[config.mk]
export PLATFORM = sky130hd
export DESIGN_NAME = fifo_burst_reader_m
export DESIGN_NICKNAME = d
export VERILOG_FILES = /design/src/rtl/fifo_burst_reader_m.sv
export SDC_FILE = /design/constraint.sdc
export NUM_CORES = 1
export LEC_CHECK = 0
export ABC_AREA = 1
export CAP_MARGIN = 20
export CORE_UTILIZATION = 53
export CTS_CLUSTER_SIZE = 14
export DETAILED_ROUTE_END_ITERATION = 12
export GPL_TIMING_DRIVEN = 0
export PLACE_DENSITY = 0.85
export SYNTH_ARGS = -nofsm -noshare
export SYNTH_HDL_FRONTEND = slang
export SYNTH_SLANG_ARGS = --single-unit
[constraint.sdc]
create_clock -name clk -period 4.33 [get_ports clk]
set_input_delay 0.866 -clock clk [delete_from_list [all_inputs] [get_ports clk]]
set_output_delay 0.866 -clock clk [all_outputs]
set_load 0.005 [all_outputs]
[src/rtl/fifo_burst_reader_m.sv]
// -----------------------------------------------------------------------------
// fifo_burst_reader_m
//
// Reads bursts of words from a first-word-fall-through FIFO and presents them
// on a valid/ready stream. A command carries a burst length. The block pops
// that many words and passes them through a 2-entry output buffer. The final
// word of each burst is tagged with m_last.
//
// Ports
//   clk, rst_n    : single clock (FIFO read side), async active-low reset
//   head, empty   : FWFT FIFO head word and empty flag
//   rd_rst_busy   : FIFO read side in reset; never pop while set
//   pop           : FIFO read enable; consumes head in the same cycle
//   cmd_len       : burst length, in words
//   cmd_valid     : burst command offered
//   cmd_ready     : command taken on cmd_valid & cmd_ready
//   m_data        : stream data
//   m_valid       : stream word present
//   m_last        : final word of a burst
//   m_ready       : sink accepts on m_valid & m_ready
//   words_left    : words of the current burst not yet popped
//   busy          : burst active or output buffer non-empty
// -----------------------------------------------------------------------------
module fifo_burst_reader_m #(
  parameter type DATA_ITEM_TYPE = logic,
  parameter int  LEN_W          = 16
) (
  input  logic                              clk,
  input  logic                              rst_n,
  input  logic [$bits(DATA_ITEM_TYPE)-1:0]  head,
  input  logic                              empty,
  input  logic                              rd_rst_busy,
  output logic                              pop,
  input  logic [LEN_W-1:0]                  cmd_len,
  input  logic                              cmd_valid,
  output logic                              cmd_ready,
  output logic [$bits(DATA_ITEM_TYPE)-1:0]  m_data,
  output logic                              m_valid,
  output logic                              m_last,
  input  logic                              m_ready,
  output logic [LEN_W-1:0]                  words_left,
  output logic                              busy
);

  localparam int DW = $bits(DATA_ITEM_TYPE);

  typedef enum logic {
    S_IDLE  = 1'b0,
    S_BURST = 1'b1
  } state_t;

  state_t           r_state;
  state_t           w_state_nxt;
  logic [LEN_W-1:0] r_words_left;
  logic [LEN_W-1:0] w_words_nxt;

  // Output buffer. Slot 0 always holds the oldest entry.
  logic [DW-1:0]    r_buf_data [2];
  logic             r_buf_last [2];
  logic [1:0]       r_count;

  logic             w_pop;
  logic             w_cmd_ready;
  logic             w_drain;
  logic             w_last_in;

  // Next-state and handshake logic.
  always_comb begin
    // NOTE: every signal driven here gets a default first, so no path through the case can infer a latch.
    w_state_nxt = r_state;
    w_words_nxt = r_words_left;
    w_pop       = 1'b0;
    w_cmd_ready = 1'b0;
    case (r_state)
      S_IDLE: begin
        // Gated with rst_n so cmd_ready drops the moment reset is applied.
        w_cmd_ready = rst_n;
        // A zero-length command is taken but starts nothing.
        if (cmd_valid && rst_n && (cmd_len != '0)) begin
          w_state_nxt = S_BURST;
          w_words_nxt = cmd_len;
        end
      end
      S_BURST: begin
        // Never pop into a full buffer, even if a slot frees this cycle.
        // This keeps pop off the m_ready path.
        w_pop = (r_words_left != '0) && !empty && !rd_rst_busy &&
                (r_count != 2'd2);
        if (w_pop) begin
          w_words_nxt = r_words_left - LEN_W'(1);
          if (r_words_left == LEN_W'(1)) begin
            w_state_nxt = S_IDLE;
          end
        end
      end
      default: ;
    endcase
  end

  assign w_last_in = (r_words_left == LEN_W'(1));
  assign w_drain   = (r_count != 2'd0) && m_ready;

  // State register.
  always_ff @(posedge clk or negedge rst_n) begin
    // NOTE: sequential state uses non-blocking assignments so every flop samples pre-edge values.
    if (!rst_n) begin
      r_state      <= S_IDLE;
      r_words_left <= '0;
    end else begin
      r_state      <= w_state_nxt;
      r_words_left <= w_words_nxt;
    end
  end

  // Output buffer.
  always_ff @(posedge clk or negedge rst_n) begin
    if (!rst_n) begin
      // NOTE: both buffer slots are reset, not only the count, so m_data reads 0 in and out of reset.
      r_buf_data[0] <= '0;
      r_buf_data[1] <= '0;
      r_buf_last[0] <= 1'b0;
      r_buf_last[1] <= 1'b0;
      r_count       <= 2'd0;
    end else begin
      case ({w_pop, w_drain})
        2'b10: begin
          // A push only happens with count 0 or 1, so count[0] selects the free slot.
          r_buf_data[r_count[0]] <= head;
          r_buf_last[r_count[0]] <= w_last_in;
          r_count                <= r_count + 2'd1;
        end
        2'b01: begin
          r_buf_data[0] <= r_buf_data[1];
          r_buf_last[0] <= r_buf_last[1];
          r_count       <= r_count - 2'd1;
        end
        2'b11: begin
          // Count is exactly 1 here: the oldest leaves and the new word takes its slot.
          r_buf_data[0] <= head;
          r_buf_last[0] <= w_last_in;
        end
        default: ;
      endcase
    end
  end

  assign pop        = w_pop;
  assign cmd_ready  = w_cmd_ready;
  assign m_valid    = (r_count != 2'd0);
  assign m_data     = r_buf_data[0];
  assign m_last     = m_valid & r_buf_last[0];
  assign words_left = r_words_left;
  assign busy       = (r_state == S_BURST) | (r_count != 2'd0);

endmodule

# Word-level counts from Yosys, hierarchy flattened
# Index checks and enable logic that the tools add are counted.
# totals
regBits	23
in_bits	23
out_inout_bits	22
wordCells	54
# op_classes
n_addsub	3
order_cmp	2
n_eq_ne	7
n_mux	16
bitwise_logic	4
n_reduce_logical	15
# ops
cell	n
16-bit 2-to-1 mux	2
16-bit case mux with 2 select lines	1
16-bit nonzero test	2
16-bit by 1-bit equality test with 1-bit output (second input constant)	1
16-bit by 1-bit subtractor with 16-bit output (second input constant)	1
1-bit logical AND	7
1-bit 2-to-1 mux	6
1-bit case mux with 3 select lines	2
2-bit bitwise mux	2
2-bit equality test (second input constant)	2
2-bit != test (second input constant)	2
2-bit case mux with 2 select lines	1
2-bit nonzero test	2
3-bit nonzero test	1
2-bit by 1-bit adder with 2-bit output (second input constant)	1
2-bit by 1-bit equality test with 1-bit output (second input constant)	1
2-bit >= comparator (second input constant)	1
1-bit logical NOT	2
2-bit by 1-bit < comparator with 1-bit output (second input constant)	1
2-bit by 1-bit != test with 1-bit output (second input constant)	1
1-bit inverter with 2-bit output	1
1-bit case mux with 2 select lines	1
2-bit AND reduction	1
2-bit by 1-bit subtractor with 2-bit output (second input constant)	1
other kinds (4)	4

# Longest topological paths before layout
# Gate-level depths: netlist of run 1.
# depth
word_depth	7
ltp_mapped	14
depth_no_buf	14

# Worst setup path before layout of run 1
# Ideal clock, no wire load.
# synth_timing
path_type	in2out
startpoint	in empty
endpoint	out pop
arrival_ns	1.350
slack_ns	2.114
stages	3
path_buffers	0
cell_sequence	nor3_2 nand3_4 inv_1
# synth_via
elab_chain_len	5
# synth_lines
element	line	text
start: declaration	31	input logic empty,
1-bit logical NOT	87	w_pop = (r_words_left != '0) && !empty && !rd_rst_busy &&
1-bit logical AND (3 in a row)	87	
1-bit 2-to-1 mux	74	case (r_state)
end: declaration	33	output logic pop,
# No other way between the ends.

# Worst setup path after layout of run 1
# layout_timing
startpoint	in rst_n
endpoint	out cmd_ready
# layout_via
elab_chain_len	1
# layout_lines
element	line	text
start: declaration	29	input logic rst_n,
1-bit 2-to-1 mux	74	
end: declaration	36	output logic cmd_ready,
# No other way between the ends.

==> results.sh, run 1 <==
export IMPL_ys_ff_latch=23
export IMPL_start_util_pct=57.6
export IMPL_cts_tree="yes"
export IMPL_post_cts_buffers=0
export IMPL_final_util_pct=75.0
export IMPL_cap_violations=0
export IMPL_n_fill_cell=275
export IMPL_io_pins=45
export IMPL_drtIter0Drc=136
export IMPL_worstPathArrival_ns=2.41
export IMPL_clkSlewWorstSetupHoldPaths_ns=0.14
export IMPL_max_slew_margin_pct=61.0
export IMPL_synthXorXnorAreaFrac_pct=0.964
export IMPL_syn_inst=272
export IMPL_period_needed_ns=3.28
export IMPL_critPathKind="in -> out"
export IMPL_powerDensity_nw_per_um2=628
export IMPL_syn_num_nets=301
export IMPL_synth_distinct_cells=29
export IMPL_wirelength_mm=4.70
export IMPL_place_congestion=0.878
export IMPL_path_max_fanout=11
export IMPL_grt_max_degree=16
export IMPL_wl_per_cell_um=12.9
export IMPL_finClkSkew_ns=0.00215
export IMPL_ant_nets=0
export IMPL_yosys_area_share_simple_pct=43.8
export IMPL_regArea_um2=576
export IMPL_synth_area_mux_share_pct=0.620
export IMPL_cts_max_path_buffers=2
export IMPL_hp_class="reg -> reg"
export IMPL_worstMarginPinSlew_ns=0.583
export IMPL_cp_end_kind="output port"
export IMPL_finalMaxSlewViolations=0
export IMPL_syn_area_per_cell_um2=6.68
export IMPL_syn_area_um2=1820
export IMPL_cts_resized=0
export IMPL_grt_first_pass_wirelength_mm=8.02
export IMPL_timing_final_crit_share_pct=75.7
export IMPL_grt_use_total_pct=28.9
export IMPL_status="completed"
export IMPL_gr_total_overflow=0
export IMPL_synth_compound_area_share_pct=9.30
export IMPL_avgViaCountPerCell=5.25
export IMPL_n_antenna_cell=0
export IMPL_area_growth_pct=30.2
export IMPL_yosysTopAreaCell="dfrtp_1"
export IMPL_core_um2=3150
export IMPL_antenna_found_initial=0
export IMPL_place_hpwl_mm=3.64
export IMPL_preCtsSetupSlack_ns=1.04
export IMPL_yosysWarningCount=0
export IMPL_clock_sinks=23
export IMPL_die_area_um2=3670
export IMPL_drc=0
export IMPL_fin_tns_setup_ns=0
export IMPL_rsz0062_at_grt="no"
export IMPL_setup_viol=0
export IMPL_synth_area_leaders="dfrtp_1 (32%), nand2_1 (18%), nor2_1 (7.4%)"
export IMPL_mostFrequentLayoutCells="nand2_1 (85), clkdlybuf4s50_1 (44), nor2_1 (36), inv_1 (32), nand3_1 (26)"
export IMPL_fp_row_count=20
export IMPL_io_buffers=44
export IMPL_drive_gt1_share_pct=12.5
export IMPL_synth_top_family_by_area="simple AND/OR/NAND/NOR gates"
export IMPL_layout_cells_non_filler=365
export IMPL_first_global_vias=1809
export IMPL_worst_hold_slack_ns=0.557
export IMPL_ir_drop_uv=340
export IMPL_vias=1916
export IMPL_multi_input_area_um2=1070
export IMPL_yosysSeqAreaShare_pct=31.7
export IMPL_h_tree_depth=1
export IMPL_setup_ws_ns=1.05
export IMPL_firstDrtPassIters=4
export IMPL_cts_hold_repair_buffers=0
export IMPL_fmax_mhz=305
export IMPL_hold_violations=0
export IMPL_place_inst=361
export IMPL_die_w_um=60.5
export IMPL_numCtsBuffers=3
export IMPL_crit_path_start_kind="input port"
export IMPL_die_height_um=60.5
export IMPL_final_common_cell="nand2_1"
export IMPL_cp_data_required_time_ns=3.46
export IMPL_synth_fa_ha_area_share_pct=4.13
export IMPL_synth_top_area_share_pct=31.7
export IMPL_final_net_count=351
export IMPL_p_leak_uw=0.00113
export IMPL_clock_latency_ns=0.31
export IMPL_clock_root_buffer="clkbuf_4"
[worst max-delay path, cell delays in order]
cell and delay (ns):
clkdlybuf4s50_1 0.84, inv_1 0.09, nor2_1 0.11, clkdlybuf4s50_1 0.51
[power by group]
group	switching [uW]	internal [uW]	leakage (uW)
registers	129	310	0.000285
clock network	69.6	35.9	0.0000150
logic	523	420	0.000833
[cells in the mapped netlist]
cell type,instances
mux2_2,1
nor3_2,1
buf_4,1
nand3_2,1
and3_1,1
or2_2,3
xor2_1,2
nor2_2,3
dfrtp_1,23
inv_1,32
nand2_4,2
nand2_1,85
ha_1,6
inv_2,3
nand4_1,1
a22oi_1,1
buf_6,2
a21o_1,1
a21oi_1,2
nand2_2,6
nand3_1,26
o21ai_0,14
nor2_4,5
nand3_4,1
clkbuf_1,3
nand3b_1,1
a31oi_1,2
nor2_1,36
o21ai_2,7
[worst paths after layout]
path / startpoint / endpoint / slack (ns) / cells past startpoint
worst max-delay path: rst_n / cmd_ready / 1.05 / 4
worst min-delay path: m_data / m_data / 0.56 / 2
worst max register to register: words_left[0] / r_buf_data[0] / 2.13 / 10
worst min register to register: m_data / m_data / 0.56 / 2
max in group asynchronous: rst_n / words_left[12] / 2.95 / 2
min in group asynchronous: rst_n / words_left[1] / 0.90 / 1
[state kept, by name (all words and copies together) (netlist names)]
| register | cells |
|---|---|
| r_count | 2 |
| r_buf_data | 1 |
| m_data | 1 |
| words_left | 16 |
| r_buf_last | 2 |
| r_state | 1 |
[layout make-up]
type	instances	area share (%)
Timing Repair Buffer	45	19.8
Multi-Input combinational cell	208	45.2
Tap cell	44	2.33
Buffer	6	1.75
Clock buffer	4	1.11
Inverter	35	5.55
Sequential cell	23	24.3
[routing by layer]
layer	wire (um)	share of wire [%]	vias to the layer above	GRT usage (%)
met4	55	1.2	0	11.0
met5	0	0	-	0
met1	2050	44	873	38.6
met2	2270	48	85	48.4
li1	-	-	952	-
met3	321	6.8	6	2.77
[stage by stage]
step,total power [uW],area [um^2]
detailed placement,1370,2340
CTS,1480,2370
finish,1490,2370
floorplan,1020,1820
global route,1640,2370
global placement,1340,2310
[cell families after synthesis]
group / after synthesis
compound gates: 27
xor+xnor: 2
fa+ha+maj: 6
buf+inv: 41
flops: 23
mux: 1
simple gates: 172
No activity file was read; power rests on OpenSTA's default activity.
==> run 2, diff against run 1 <==
- CORE_UTILIZATION: 53 -> 45
- PLACE_DENSITY: 0.85 -> 0.77
- clock period: 4.33 -> 3 ns (I/O delays scaled with it)
==> results.sh, run 2 (synthesis gave the netlist of run 1 again) <==
export IMPL_worstPathCellList="inv_1 -> ha_1 -> nand2_4 -> nor2_4 -> nand2_2 -> nand3_4 -> inv_1 -> clkdlybuf4s50_1"
export IMPL_grt_use_total_pct=23.6
export IMPL_cp_end_kind="output port"
export IMPL_gr_total_overflow=0
export IMPL_rsz0062_at_grt="no"
export IMPL_place_congestion=0.891
export IMPL_area_growth_pct=31.7
export IMPL_cap_violations=0
export IMPL_clock_latency_ns=0.28
export IMPL_finalMaxSlewViolations=0
export IMPL_internal_power_uw=1150
export IMPL_r2r_start="words_left[0]"
export IMPL_firstDrtPassIters=4
export IMPL_antenna_found_initial=0
export IMPL_drc=0
export IMPL_vias=1846
export IMPL_finClkSkew_ns=0.00612
export IMPL_die_area_um2=4300
export IMPL_timing_critical_path_from="words_left[0]"
export IMPL_grt_first_pass_wirelength_mm=7.76
export IMPL_comb_power_share_pct=61.4
export IMPL_wirelength_mm=4.55
export IMPL_die_height_um=65.5
export IMPL_io_pins=45
export IMPL_place_area_um2=2340
export IMPL_die_w_um=65.5
export IMPL_crit_top_cell="inv_1"
export IMPL_power_switching_uw=1030
export IMPL_worstPathArrival_ns=2.15
export IMPL_io_buffers=44
export IMPL_first_global_vias=1718
export IMPL_numCtsBuffers=3
export IMPL_drive_gt1_share_pct=12.5
export IMPL_final_util_pct=63.4
export IMPL_crit_end="pop"
export IMPL_final_net_count=351
export IMPL_p_leak_uw=0.00115
export IMPL_max_slew_margin_pct=62.7
export IMPL_cp_slowest_cell="clkdlybuf4s50_1"
export IMPL_mostFrequentLayoutCells="nand2_1 (85), clkdlybuf4s50_1 (43), nor2_1 (36), inv_1 (32), nand3_1 (26)"
export IMPL_cts_tree="yes"
export IMPL_worst_hold_slack_ns=0.286
export IMPL_avgViaCountPerCell=5.00
export IMPL_r2r_setup_slack_ns=0.83
export IMPL_largest_reg_flops=16
export IMPL_path_max_fanout=7
export IMPL_place_hpwl_mm=3.49
export IMPL_clkSlewWorstSetupHoldPaths_ns=0.09
export IMPL_ir_drop_uv=403
export IMPL_period_needed_ns=2.75
export IMPL_h_tree_depth=1
export IMPL_critPathKind="reg -> out"
export IMPL_final_common_cell="nand2_1"
export IMPL_fmax_mhz=364
export IMPL_rr_worst_depth=10
export IMPL_drtIter0Drc=101
export IMPL_core_um2=3770
export IMPL_p_seq_share_pct=29.0
export IMPL_n_antenna_cell=0
export IMPL_hp_class="in -> async"
export IMPL_p_clk_share_pct=9.7
export IMPL_clock_sinks=23
export IMPL_setup_viol=0
export IMPL_ant_nets=0
export IMPL_wl_per_cell_um=12.3
export IMPL_fin_area_um2=2390
export IMPL_r2r_end="r_buf_data[0]"
export IMPL_cts_max_path_buffers=2
export IMPL_hold_violations=0
export IMPL_status="completed"
export IMPL_start_util_pct=48.2
export IMPL_clock_root_buffer="clkbuf_8"
export IMPL_total_power_uw=2180
export IMPL_crit_path_max_incr_delay_ns=0.51
export IMPL_powerDensity_nw_per_um2=910
export IMPL_crit_path_start_kind="flip-flop"
export IMPL_fp_row_count=22
export IMPL_p_sw_share_pct=47.2
export IMPL_cp_data_required_time_ns=2.40
export IMPL_grt_max_degree=17
export IMPL_timing_final_crit_share_pct=91.5
export IMPL_worstMarginPinSlew_ns=0.558
## run 2: repair_timing
| item | in CTS | in global routing |
|---|---|---|
| resized for setup | 0 | 1 |
| hold buffers | 0 | 0 |
| setup buffers | 0 | 0 |
| endpoints found under the setup margin | 0 | 1 |
## run 2: stage by stage
stage / worst slack [ns] / TNS (ns) / std cells
floorplan: 1.03 / 0 / 272
global placement: -0.207 / -0.207 / 364
detailed placement: 0.0791 / 0 / 365
CTS: 0.0584 / 0 / 369
global route: 0.133 / 0 / 369
finish: 0.254 / 0 / 369
## run 2: worst min-delay path by stage
stage,startpoint,to
6_report,rst_n,words_left[10]
4_1_cts,r_buf_last[0],r_buf_last[0]
3_5_place_dp,r_buf_last[0],r_buf_last[0]
2_1_floorplan,rst_n,m_data
5_1_grt,rst_n,m_data
3_3_place_gp,r_buf_last[0],r_buf_last[0]
## run 2: power groups by stage
| stage | registers (uW) | clock network [uW] | logic, uW |
|---|---|---|---|
| finish | 630 | 210 | 1340 |
| detailed placement | 633 | 0 | 1330 |
| CTS | 628 | 208 | 1340 |
| global route | 655 | 221 | 1520 |
| global placement | 631 | 0 | 1310 |
| floorplan | 605 | 0 | 871 |
## run 2: final cells by class
cell class | count | area, um^2
multi-input combinational | 208 | 1070
buffer | 6 | 41.3
fill | 380 | 1380
tap | 48 | 60.1
timing repair buffer | 45 | 470
sequential | 23 | 576
clock buffer | 4 | 45.0
inverter | 35 | 131
## run 2: metal layers
layer  share of wire [%]  up-vias  GRT usage [%]
li1                    -      948              -
met1                  48      825           31.4
met2                  45       66           39.2
met3                 5.7        7           2.95
met4                 1.5        0           8.15
met5                   0        -              0
## run 2: worst max-delay path: cells and delay by family (launching register included)
kind                       cells  cell delay [ns]
and+or+nand+nor                4             0.38
DFF                            1             0.43
adders and majority gates      1             0.28
buffers and inverters          3             0.78
==> run 3, diff against run 2 <==
- CELL_PAD_IN_SITES_DETAIL_PLACEMENT: default -> 1
- CELL_PAD_IN_SITES_GLOBAL_PLACEMENT: default -> 2
- CORE_UTILIZATION: 45 -> 24
- PLACE_DENSITY: 0.77 -> default
- PLACE_DENSITY_LB_ADDON: default -> 0.1
==> results.sh, run 3 (synthesis gave the netlist of run 1 again) <==
export IMPL_status="completed"
export IMPL_final_net_count=351
export IMPL_clock_sinks=23
export IMPL_timing_final_crit_share_pct=93.7
export IMPL_finalMaxSlewViolations=0
export IMPL_cp_end_kind="output port"
export IMPL_drive_gt1_share_pct=12.8
export IMPL_drc=0
export IMPL_max_slew_margin_pct=51.3
export IMPL_die_w_um=89.0
export IMPL_worstPathArrival_ns=2.21
export IMPL_crit_path_max_incr_delay_ns=0.52
export IMPL_use_met2_pct=26.6
export IMPL_io_pins=45
export IMPL_core_um2=7290
export IMPL_setup_viol=0
export IMPL_p_leak_uw=0.00114
export IMPL_io_buffers=44
export IMPL_fp_row_count=31
export IMPL_mostFrequentLayoutCells="nand2_1 (85), clkdlybuf4s50_1 (43), nor2_1 (36), inv_1 (32), nand3_1 (26)"
export IMPL_cts_resized=1
export IMPL_numCtsBuffers=3
export IMPL_post_cts_buffers=0
export IMPL_n_fill_cell=969
export IMPL_worstPathCellList="inv_1 -> ha_1 -> nand2_4 -> nor2_4 -> nand2_2 -> nand3_4 -> inv_1 -> clkdlybuf4s50_1"
export IMPL_vias=1863
export IMPL_h_tree_depth=1
export IMPL_period_needed_ns=2.81
export IMPL_ant_nets=0
export IMPL_fin_area_um2=2460
export IMPL_first_global_vias=1897
export IMPL_met3_usage_pct=2.03
export IMPL_grt_first_pass_wirelength_mm=9.83
export IMPL_crit_path_start_kind="flip-flop"
export IMPL_place_hpwl_mm=4.68
export IMPL_start_util_pct=24.9
export IMPL_avgViaCountPerCell=4.44
export IMPL_grt_max_degree=15
export IMPL_place_congestion=0.746
export IMPL_clkSlewWorstSetupHoldPaths_ns=0.11
export IMPL_n_antenna_cell=0
export IMPL_area_growth_pct=35.2
export IMPL_cts_max_path_buffers=2
export IMPL_critPathKind="reg -> out"
export IMPL_cpLargestDelayFamily="buffers and inverters"
export IMPL_die_area_um2=7920
export IMPL_finClkSkew_ns=0.00951
export IMPL_place_inst=416
export IMPL_cp_data_required_time_ns=2.40
export IMPL_hp_class="in -> async"
export IMPL_worstMarginPinSlew_ns=0.730
export IMPL_final_common_cell="nand2_1"
export IMPL_hold_violations=0
export IMPL_wl_per_cell_um=14.0
export IMPL_powerDensity_nw_per_um2=909
export IMPL_die_height_um=89.0
export IMPL_cts_hold_repair_buffers=0
export IMPL_multi_input_area_um2=1070
export IMPL_setup_ws_ns=0.190
export IMPL_ir_drop_uv=354
export IMPL_firstDrtPassIters=4
export IMPL_largest_reg_flops=16
export IMPL_cts_tree="yes"
export IMPL_place_area_um2=2410
export IMPL_crit_top_cell="inv_1"
export IMPL_drtIter0Drc=49
export IMPL_grt_busiest_layer="met2"
export IMPL_layout_cells_non_filler=420
export IMPL_path_max_fanout=7
export IMPL_grt_use_met1_pct=23.9
export IMPL_path_depth=8
export IMPL_rr_worst_depth=10
export IMPL_cap_violations=0
export IMPL_preCtsSetupSlack_ns=-0.0852
export IMPL_fmax_mhz=356
export IMPL_clock_latency_ns=0.28
export IMPL_gr_total_overflow=0
export IMPL_grt_use_total_pct=16.6
export IMPL_fin_tns_setup_ns=0
export IMPL_cp_slowest_cell="clkdlybuf4s50_1"
export IMPL_antenna_found_initial=0
export IMPL_crit_buf_inv=3
export IMPL_clock_root_buffer="clkbuf_8"
export IMPL_rsz0062_at_grt="no"
export IMPL_final_util_pct=33.7
export IMPL_regArea_um2=576
export IMPL_wirelength_mm=5.86
-- run 3: area by class of cell --
type	instances	share of cell area (%)
multi-input combinational	208	43.5
sequential	23	23.4
timing repair buffer	45	19.0
inverter	35	5.35
tap	99	5.04
clock buffer	3	1.68
buffer	6	1.68
clock inverter	1	0.306
-- run 3: path summary, 6_finish.rpt --
path	startpoint	end	slack [ns]
max in group asynchronous	rst_n	words_left[6]	1.99
min in group clk	r_buf_last[0]	r_buf_last[0]	0.51
worst max-delay path	words_left[0]	pop	0.19
worst min register to register	r_buf_last[0]	r_buf_last[0]	0.51
worst max register to register	words_left[0]	r_buf_data[0]	0.80
worst min-delay path	rst_n	r_buf_data[0]	0.47
-- run 3: per-layer routing --
metal	vias up	part of all wire [%]
li1	948	-
met1	884	52
met2	29	44
met3	2	3.0
met4	0	0.60
met5	-	0
-- run 3: stage by stage --
step,power [uW],hold WS (ns)
global placement,2030,0.472
detailed placement,2040,0.479
floorplan,1480,0.304
CTS,2280,0.494
global route,2500,0.511
finish,2230,0.475
-- run 3: report_power, final --
part	leakage (uW)	switching (uW)	total [uW]	internal, uW
clock	0.0000217	124	218	94.4
sequential	0.000285	190	637	447
combinational	0.000835	771	1380	606
